$ cat src/rtl/core_sequencer_if.sv
// ============================================================================
//  core_sequencer_if
//  Handshake and control bundle between the instruction sequencer and the
//  datapath / memory port.
//  Rev 1.0 - initial release
// ============================================================================
`default_nettype none

interface core_sequencer_if;
    logic [6:0] opcode;
    logic       mem_ready;
    logic       branch_taken;
    logic       mem_req;
    logic       mem_we;
    logic       addr_sel;
    logic       ir_load;
    logic       pc_en;
    logic [1:0] pc_sel;
    logic       reg_we;
    logic [1:0] wb_sel;
    logic       instr_retired;
    logic       trap;
    logic [2:0] state;

    modport master (
        input  opcode, mem_ready, branch_taken,
        output mem_req, mem_we, addr_sel, ir_load, pc_en, pc_sel,
               reg_we, wb_sel, instr_retired, trap, state
    );

    modport slave (
        output opcode, mem_ready, branch_taken,
        input  mem_req, mem_we, addr_sel, ir_load, pc_en, pc_sel,
               reg_we, wb_sel, instr_retired, trap, state
    );
endinterface

`default_nettype wire

$ cat src/rtl/core_sequencer.sv
// ============================================================================
//  core_sequencer
//  Multi-cycle FETCH/DECODE/EXEC/MEM/WB sequencer for the RV32I core with a
//  sticky TRAP on bus timeout or illegal opcode.
//  Rev 1.0 - initial release
// ============================================================================
`default_nettype none

module core_sequencer #(
    parameter int TIMEOUT = 16
) (
    input  wire logic        clk,
    input  wire logic        reset,
    core_sequencer_if.master bus
);

    // Width of 1 keeps the counter legal when the timeout is disabled.
    localparam int CW = (TIMEOUT > 0) ? $clog2(TIMEOUT + 1) : 1;
    localparam logic [CW-1:0] C_WAIT_LIMIT = CW'((TIMEOUT > 0) ? (TIMEOUT - 1) : 0);

    localparam logic [6:0] C_OP_R      = 7'b0110011;
    localparam logic [6:0] C_OP_IALU   = 7'b0010011;
    localparam logic [6:0] C_OP_LOAD   = 7'b0000011;
    localparam logic [6:0] C_OP_STORE  = 7'b0100011;
    localparam logic [6:0] C_OP_BRANCH = 7'b1100011;
    localparam logic [6:0] C_OP_JAL    = 7'b1101111;
    localparam logic [6:0] C_OP_JALR   = 7'b1100111;
    localparam logic [6:0] C_OP_LUI    = 7'b0110111;
    localparam logic [6:0] C_OP_AUIPC  = 7'b0010111;

    localparam logic [3:0] C_CLS_R       = 4'd0;
    localparam logic [3:0] C_CLS_IALU    = 4'd1;
    localparam logic [3:0] C_CLS_LOAD    = 4'd2;
    localparam logic [3:0] C_CLS_STORE   = 4'd3;
    localparam logic [3:0] C_CLS_BRANCH  = 4'd4;
    localparam logic [3:0] C_CLS_JAL     = 4'd5;
    localparam logic [3:0] C_CLS_JALR    = 4'd6;
    localparam logic [3:0] C_CLS_LUI     = 4'd7;
    localparam logic [3:0] C_CLS_AUIPC   = 4'd8;
    localparam logic [3:0] C_CLS_ILLEGAL = 4'd9;

    typedef enum logic [2:0] {
        S_FETCH  = 3'd0,
        S_DECODE = 3'd1,
        S_EXEC   = 3'd2,
        S_MEM    = 3'd3,
        S_WB     = 3'd4,
        S_TRAP   = 3'd5
    } state_t;

    state_t        r_state;
    state_t        w_next;
    logic [3:0]    r_cls;
    logic [3:0]    w_cls;
    logic [CW-1:0] r_wait;
    logic          w_mem_phase;
    logic          w_timeout;

    logic       w_mem_req;
    logic       w_mem_we;
    logic       w_addr_sel;
    logic       w_ir_load;
    logic       w_pc_en;
    logic [1:0] w_pc_sel;
    logic       w_reg_we;
    logic [1:0] w_wb_sel;
    logic       w_retired;
    logic       w_trap;

    always_comb begin
        case (bus.opcode)
            C_OP_R:      w_cls = C_CLS_R;
            C_OP_IALU:   w_cls = C_CLS_IALU;
            C_OP_LOAD:   w_cls = C_CLS_LOAD;
            C_OP_STORE:  w_cls = C_CLS_STORE;
            C_OP_BRANCH: w_cls = C_CLS_BRANCH;
            C_OP_JAL:    w_cls = C_CLS_JAL;
            C_OP_JALR:   w_cls = C_CLS_JALR;
            C_OP_LUI:    w_cls = C_CLS_LUI;
            C_OP_AUIPC:  w_cls = C_CLS_AUIPC;
            default:     w_cls = C_CLS_ILLEGAL;
        endcase
    end

    assign w_mem_phase = (r_state == S_FETCH) || (r_state == S_MEM);
    assign w_timeout   = (TIMEOUT > 0) && w_mem_phase && !bus.mem_ready &&
                         (r_wait == C_WAIT_LIMIT);

    always_comb begin
        w_next = r_state;
        case (r_state)
            S_FETCH: begin
                if (bus.mem_ready)  w_next = S_DECODE;
                else if (w_timeout) w_next = S_TRAP;
            end
            S_DECODE: begin
                w_next = (w_cls == C_CLS_ILLEGAL) ? S_TRAP : S_EXEC;
            end
            S_EXEC: begin
                if ((r_cls == C_CLS_LOAD) || (r_cls == C_CLS_STORE)) w_next = S_MEM;
                else if (r_cls == C_CLS_BRANCH)                      w_next = S_FETCH;
                else                                                 w_next = S_WB;
            end
            S_MEM: begin
                if (bus.mem_ready)  w_next = (r_cls == C_CLS_STORE) ? S_FETCH : S_WB;
                else if (w_timeout) w_next = S_TRAP;
            end
            S_WB:    w_next = S_FETCH;
            S_TRAP:  w_next = S_TRAP;
            default: w_next = S_TRAP;
        endcase
    end

    // The wait counter is zero whenever a FETCH or MEM phase begins, since
    // every state that can precede one leaves it cleared.
    always_ff @(posedge clk or posedge reset) begin
        if (reset) begin
            r_state <= S_FETCH;
            r_cls   <= C_CLS_R;
            r_wait  <= '0;
        end else begin
            r_state <= w_next;
            if (r_state == S_DECODE) begin
                r_cls <= w_cls;
            end
            if (w_mem_phase && !bus.mem_ready && !w_timeout) begin
                r_wait <= r_wait + CW'(1);
            end else begin
                r_wait <= '0;
            end
        end
    end

    always_comb begin
        w_mem_req  = 1'b0;
        w_mem_we   = 1'b0;
        w_addr_sel = 1'b0;
        w_ir_load  = 1'b0;
        w_pc_en    = 1'b0;
        w_pc_sel   = 2'b00;
        w_reg_we   = 1'b0;
        w_wb_sel   = 2'b00;
        w_retired  = 1'b0;
        w_trap     = 1'b0;
        case (r_state)
            S_FETCH: begin
                w_mem_req = 1'b1;
                w_ir_load = bus.mem_ready;
            end
            S_EXEC: begin
                if (r_cls == C_CLS_BRANCH) begin
                    w_pc_en   = 1'b1;
                    w_pc_sel  = bus.branch_taken ? 2'b01 : 2'b00;
                    w_retired = 1'b1;
                end
            end
            S_MEM: begin
                w_mem_req  = 1'b1;
                w_addr_sel = 1'b1;
                w_mem_we   = (r_cls == C_CLS_STORE);
                if (bus.mem_ready && (r_cls == C_CLS_STORE)) begin
                    w_pc_en   = 1'b1;
                    w_retired = 1'b1;
                end
            end
            S_WB: begin
                w_reg_we  = 1'b1;
                w_pc_en   = 1'b1;
                w_retired = 1'b1;
                case (r_cls)
                    C_CLS_LOAD: w_wb_sel = 2'b01;
                    C_CLS_JAL: begin
                        w_wb_sel = 2'b10;
                        w_pc_sel = 2'b10;
                    end
                    C_CLS_JALR: begin
                        w_wb_sel = 2'b10;
                        w_pc_sel = 2'b11;
                    end
                    C_CLS_LUI:  w_wb_sel = 2'b11;
                    default:    w_wb_sel = 2'b00;
                endcase
            end
            S_TRAP:  w_trap = 1'b1;
            default: ;
        endcase
    end

    // Reset is asynchronous, so outputs are masked combinationally rather
    // than waiting for the state register to settle.
    assign bus.mem_req       = w_mem_req  & ~reset;
    assign bus.mem_we        = w_mem_we   & ~reset;
    assign bus.addr_sel      = w_addr_sel & ~reset;
    assign bus.ir_load       = w_ir_load  & ~reset;
    assign bus.pc_en         = w_pc_en    & ~reset;
    assign bus.pc_sel        = reset ? 2'b00 : w_pc_sel;
    assign bus.reg_we        = w_reg_we   & ~reset;
    assign bus.wb_sel        = reset ? 2'b00 : w_wb_sel;
    assign bus.instr_retired = w_retired  & ~reset;
    assign bus.trap          = w_trap     & ~reset;
    assign bus.state         = reset ? 3'd0 : r_state;

endmodule

`default_nettype wire

$ cat src/flat_wrapper.sv
// flat-port wrapper written by rule: the top's interface ports become plain ports
module core_sequencer_flat 
#(
    parameter int TIMEOUT = 16
)
  (clk, reset, bus_opcode, bus_mem_ready, bus_branch_taken, bus_mem_req, bus_mem_we, bus_addr_sel, bus_ir_load, bus_pc_en, bus_pc_sel, bus_reg_we, bus_wb_sel, bus_instr_retired, bus_trap, bus_state);
  core_sequencer_if bus_i ();
  input  wire logic clk;
  input  wire logic reset;
  input wire logic [$bits(bus_i.opcode)-1:0] bus_opcode;
  input wire logic [$bits(bus_i.mem_ready)-1:0] bus_mem_ready;
  input wire logic [$bits(bus_i.branch_taken)-1:0] bus_branch_taken;
  output wire logic [$bits(bus_i.mem_req)-1:0] bus_mem_req;
  output wire logic [$bits(bus_i.mem_we)-1:0] bus_mem_we;
  output wire logic [$bits(bus_i.addr_sel)-1:0] bus_addr_sel;
  output wire logic [$bits(bus_i.ir_load)-1:0] bus_ir_load;
  output wire logic [$bits(bus_i.pc_en)-1:0] bus_pc_en;
  output wire logic [$bits(bus_i.pc_sel)-1:0] bus_pc_sel;
  output wire logic [$bits(bus_i.reg_we)-1:0] bus_reg_we;
  output wire logic [$bits(bus_i.wb_sel)-1:0] bus_wb_sel;
  output wire logic [$bits(bus_i.instr_retired)-1:0] bus_instr_retired;
  output wire logic [$bits(bus_i.trap)-1:0] bus_trap;
  output wire logic [$bits(bus_i.state)-1:0] bus_state;
  assign bus_i.opcode = bus_opcode;
  assign bus_i.mem_ready = bus_mem_ready;
  assign bus_i.branch_taken = bus_branch_taken;
  assign bus_mem_req = bus_i.mem_req;
  assign bus_mem_we = bus_i.mem_we;
  assign bus_addr_sel = bus_i.addr_sel;
  assign bus_ir_load = bus_i.ir_load;
  assign bus_pc_en = bus_i.pc_en;
  assign bus_pc_sel = bus_i.pc_sel;
  assign bus_reg_we = bus_i.reg_we;
  assign bus_wb_sel = bus_i.wb_sel;
  assign bus_instr_retired = bus_i.instr_retired;
  assign bus_trap = bus_i.trap;
  assign bus_state = bus_i.state;
  core_sequencer #(.TIMEOUT(TIMEOUT)) u_core (.clk(clk), .reset(reset), .bus(bus_i));
endmodule
$ cat config.mk
export PLATFORM = sky130hd
export DESIGN_NAME = core_sequencer_flat
export DESIGN_NICKNAME = d
export VERILOG_FILES = /design/src/rtl/core_sequencer_if.sv /design/src/rtl/core_sequencer.sv /design/src/flat_wrapper.sv
export SDC_FILE = /design/constraint.sdc
export NUM_CORES = 1
export LEC_CHECK = 0
export ABC_CLOCK_PERIOD_IN_PS = 3950
export CORE_MARGIN = 4
export CORE_UTILIZATION = 40
export DETAILED_ROUTE_END_ITERATION = 10
export PLACE_DENSITY = 0.75
export SKIP_CTS_REPAIR_TIMING = 1
export SYNTH_ARGS = -nofsm -noshare
export SYNTH_HDL_FRONTEND = slang
export SYNTH_SLANG_ARGS = --single-unit
$ cat constraint.sdc
create_clock -name clk -period 3.95 [get_ports clk]
set_input_delay 0.79 -clock clk [delete_from_list [all_inputs] [get_ports clk]]
set_output_delay 0.79 -clock clk [all_outputs]
set_load 0.005 [all_outputs]
Yosys cells after proc, flatten, opt, wreduce, memory -nomap -nowiden. Cells that the tools add are included.

Output and inout bits: 15. Bits of input ports: 11. Word-level logic and storage cells: 73. Bits in registers: 12.

Add/sub/neg operators: 1. Bitwise gates (word level): 8. Reductions and logical operators: 11. Muxes and demuxes: 28. Equal/unequal tests: 22.

Operators by type and width (count): $pmux 4 s9 (1); $mux 3 (8); $eq 7x6->1 const B (3); $eq 7x7->1 const B (3); $eq 4x3->1 const B (4); $pmux 3 s5 (1); $eq 7x5->1 const B (2); $mux 1 (9); $eq 4x2->1 const B (2); $mux 2 (4); $pmux 2 s2 (2); $and 1x1->1 (7); $eq 7x2->1 const B (1); $eq 3x2->1 const B (2); $eq 3x3->1 const B (2); $pmux 2 s3 (1); $add 5x1->5 const B (1); $eq 5x4->1 const B (1); $mux 5 (1); $eq 4x4->1 const B (1); $logic_and 1x1->1 (4); $reduce_or 2->1 (2); $eq 3x1->1 const B (1); $logic_not 3->1 (1); other kinds (4) (6).

Depth between registers and ports, before layout.
Depth after elaboration: 7. Depth in mapped cells: 7. Depth with buffers taken out: 7.

Worst setup path before layout. OpenSTA, ideal clock, no wires.

Path kind: input -> output. From: input reset. To: output bus_pc_en. Cell stages on the path: 4. Buffers on the path: 1. Required time: 3.160 ns. Arrival: 1.547 ns. Path slack: 1.613 ns. Path through: nor3_1 -> and3_1 -> a221o_1 -> buf_4.

Longest elaborated chain between the ends: 2.

RTL lines: start: declaration (RTL line flat_wrapper.sv:9) `input wire logic reset;`; $not 1->1; $and 1x1->1; end: declaration (RTL line flat_wrapper.sv:17) `output wire logic [$bits(bus_i.pc_en)-1:0] bus_pc_en;`.

No other way between the ends.

Worst setup path after layout.
From: input reset. To: output bus_pc_en.

Longest elaborated chain between the ends: 2.

RTL lines: $not 1->1 (RTL line core_sequencer.sv:195) `assign bus.pc_en = w_pc_en & ~reset;`; $and 1x1->1 (RTL line core_sequencer.sv:195).

No other way between the ends.

==> metrics.md <==
| Metric | Value |
|---|---|
| Clock skew | `5.30 ps` |
| Placed inst area | `roughly 1200 µm²` |
| Post-synthesis cell type count | `43` |
| Setup Viol. Count Final | `0` |
| GRT Total Usage | `between 10 and 15%` |
| RSZ-0062 raised after global routing | `false` |
| Die W | `just under 60 µm` |
| CTS Buf Count | `3` |
| Fin. max-slew vios | `0` |
| Synth warn | `0` |
| Fin area | `between 1000 and 1500 µm²` |
| Switching power | `roughly 0.18 mW` |
| Final worst slack | `between 600 and 700 ps` |
| Sum of negative setup slack | `0 ps` |
| Clock-pin slew on the worst setup and hold paths | `70 ps` |
| Root Buffer Master | `clkbuf_4` |
| Fmax | `about 300 MHz` |
| First-pass GRT wire length | `between 3000 and 4000 µm` |
| # rows | `17` |
| CP required | `around 3200 ps` |
| Gate power share | `a little over 40%` |
| Ant. Diodes | `0` |
| Power per cell area | `around 370 nW/µm²` |
| Dominant cells by area after synthesis | `dfrtp_1 (30%), nor2_1 (6.1%), nor2b_1 (5.1%)` |
| Synth top cells by count | `nor2_1 (16), dfrtp_1 (12), nor2b_1 (8)` |
| Fillers | `218` |
| Cell taking the most area after synthesis | `dfrtp_1` |
| Grt total ovfl | `0` |
| Worst EP arrival | `between 2000 and 3000 ps` |
| Initial Util | `43.4%` |
| Clock latency on the worst-skew pair | `around 270 ps` |
| Sw frac | `~39%` |
| Most common cell in the netlist | `nor2_1` |
| Clk sinks | `12` |
| Syn avg cell area | `8.51 µm²` |
| Worst hold slack | `469 ps` |
| Minimum clock period | `3350 ps` |
| Core area | `about 2300 µm²` |
| Clk network pwr share | `roughly 15%` |
| DRC Markers | `0` |
| Via count of the first global-routing pass | `approximately 840` |
| Die area | `3330 µm²` |
| Tot Pwr | `0.465 mW` |
| Part of the power in registers | `~44%` |
| Final Cycle Share | `84.8%` |
| Initial DRT Pass Iterations | `4` |
| Worst slew margin | `66.4%` |
| Leak | `roughly 0.46 nW` |
| Syn-to-layout area delta | `27.5%` |
| Wire length per cell | `about 13 µm` |
| Most used flip-flop cell after synthesis | `dfrtp_1` |
| CTS tree | `yes` |
| DP Worst Slack | `about 600 ps` |
| Die Ht | `roughly 58 µm` |
| Post-Synthesis Cells | `roughly 120` |
| Vias per cell | `around 5.6` |
| Layout cells sized above 1 | `under 10%` |
| Outcome | `finished clean` |
| HP Class | `reg -> reg` |
| Seq cells post-synth | `12` |
| Critical-path maximum fanout | `8` |
| H-tree levels | `1` |
| I/O Buffers | `25` |
| Syn Nets | `between 100 and 150` |
| Initial DRC count | `17` |
| Worst-Margin Slew | `504 ps` |
| Placer Congestion | `around 0.84` |
| Crit end category | `primary output` |
| Peak VDD IR | `between 0.15 and 0.2 mV` |
| Pint | `around 0.28 mW` |
| Io pins | `26` |
| Max-cap viol count | `0` |
| Post-route ant nets | `0` |
| R2R Setup Slk | `around 2200 ps` |
| Final WL | `~2200 µm` |
| Largest net degree at the start of global routing | `16` |
| Initial antenna violation count | `0` |
| # nets final | `~150` |
| WS Path Type | `in -> out` |
| Clock Path Buffers | `2` |
| Dpl hpwl | `1710 µm` |
| Vias | `about 930` |
| Synth top area share | `30.4%` |
| Sequential cell area fraction in the yosys report | `between 30% and 40%` |
| Async set-reset flop share out of synthesis | `100%` |
| Post-synth design cell area | `between 900 and 1000 µm²` |
| Startpoint types | `primary input` |
| Fin. Hold Viols | `0` |
| Post-synth EDFFs | `0` |
-- final timing paths --
path,start,to,cells past startpoint
worst max-delay path,reset,bus_pc_en,5
worst min-delay path,u_core.r_wait[0]$_DFF_PP0_,u_core.r_wait[0]$_DFF_PP0_,1
worst max register to register,u_core.r_wait[0]$_DFF_PP0_,u_core.r_state[2]$_DFF_PP0_,7
worst min register to register,u_core.r_wait[0]$_DFF_PP0_,u_core.r_wait[0]$_DFF_PP0_,1
max in group asynchronous,reset,u_core.r_state[1]$_DFF_PP0_,3
min in group asynchronous,reset,u_core.r_state[2]$_DFF_PP0_,3
-- cells in the final DEF (no fill, tap or decap), types with 3 or more instances in the layout --
master	netlist	final
a21oi_1	4	4
and3_1	3	3
clkbuf_4	0	3
clkdlybuf4s50_1	0	25
dfrtp_1	12	12
inv_1	6	6
nand2_1	4	4
nand2b_1	7	7
nand3b_1	3	3
nor2_1	16	16
nor2b_1	8	8
nor3_1	4	4
o21ai_1	4	4
xnor2_1	4	4
xor2_1	3	3
-- cell families (layout without fill, tap and decap cells) --
family,count (synthesis),count (layout),synth area share [%]
mux,1,1,1.01
flops,12,12,30.4
buf+inv,13,35,6.72
simple gates,57,57,34.9
compound gates,24,24,18.3
xor+xnor,7,7,6.21
fa+ha+maj,2,2,2.53
-- layer usage --
layer	global-route usage (%)	vias up	part of all wire, %
li1	-	464	-
met1	18.0	428	46
met2	23.9	29	46
met3	2.00	4	6.4
met4	5.96	0	1.6
met5	0	-	0
-- flip-flops by register name (all words and copies together) (netlist names) --
register,flops
u_core.r_wait,5
u_core.r_cls,4
u_core.r_state,3
-- power by group through the flow --
stage / combinational (mW) / sequential, mW / clock [mW]
3_5_place_dp: 0.189 / 0.207 / 0
3_3_place_gp: 0.185 / 0.204 / 0
4_1_cts: 0.190 / 0.205 / 0.0735
2_1_floorplan: 0.168 / 0.164 / 0
6_report: 0.189 / 0.206 / 0.0705
5_1_grt: 0.209 / 0.212 / 0.0798
-- worst max-delay path: stages --
cell and delay (ps):
clkdlybuf4s50_1 610, nor3_1 110, and3_1 230, a221o_1 360, clkdlybuf4s50_1 450
-- cell type report --
type                       instances  area, µm²  share of cell area (%)
tap                               28       35.0                    2.78
clock buffer                       3       22.5                    1.79
inverter                           6       22.5                    1.79
sequential                        12        300                    23.9
multi-input combinational         91        621                    49.3
timing repair buffer              26        258                    20.5
-- metrics by stage --
step | cells | utilization, %
finish | 166 | 55.3
CTS | 166 | 55.3
floorplan | 116 | -
global placement | 163 | 54.3
detailed placement | 163 | 54.3
global route | 166 | 55.3
No activity file was read; power rests on OpenSTA's default activity.
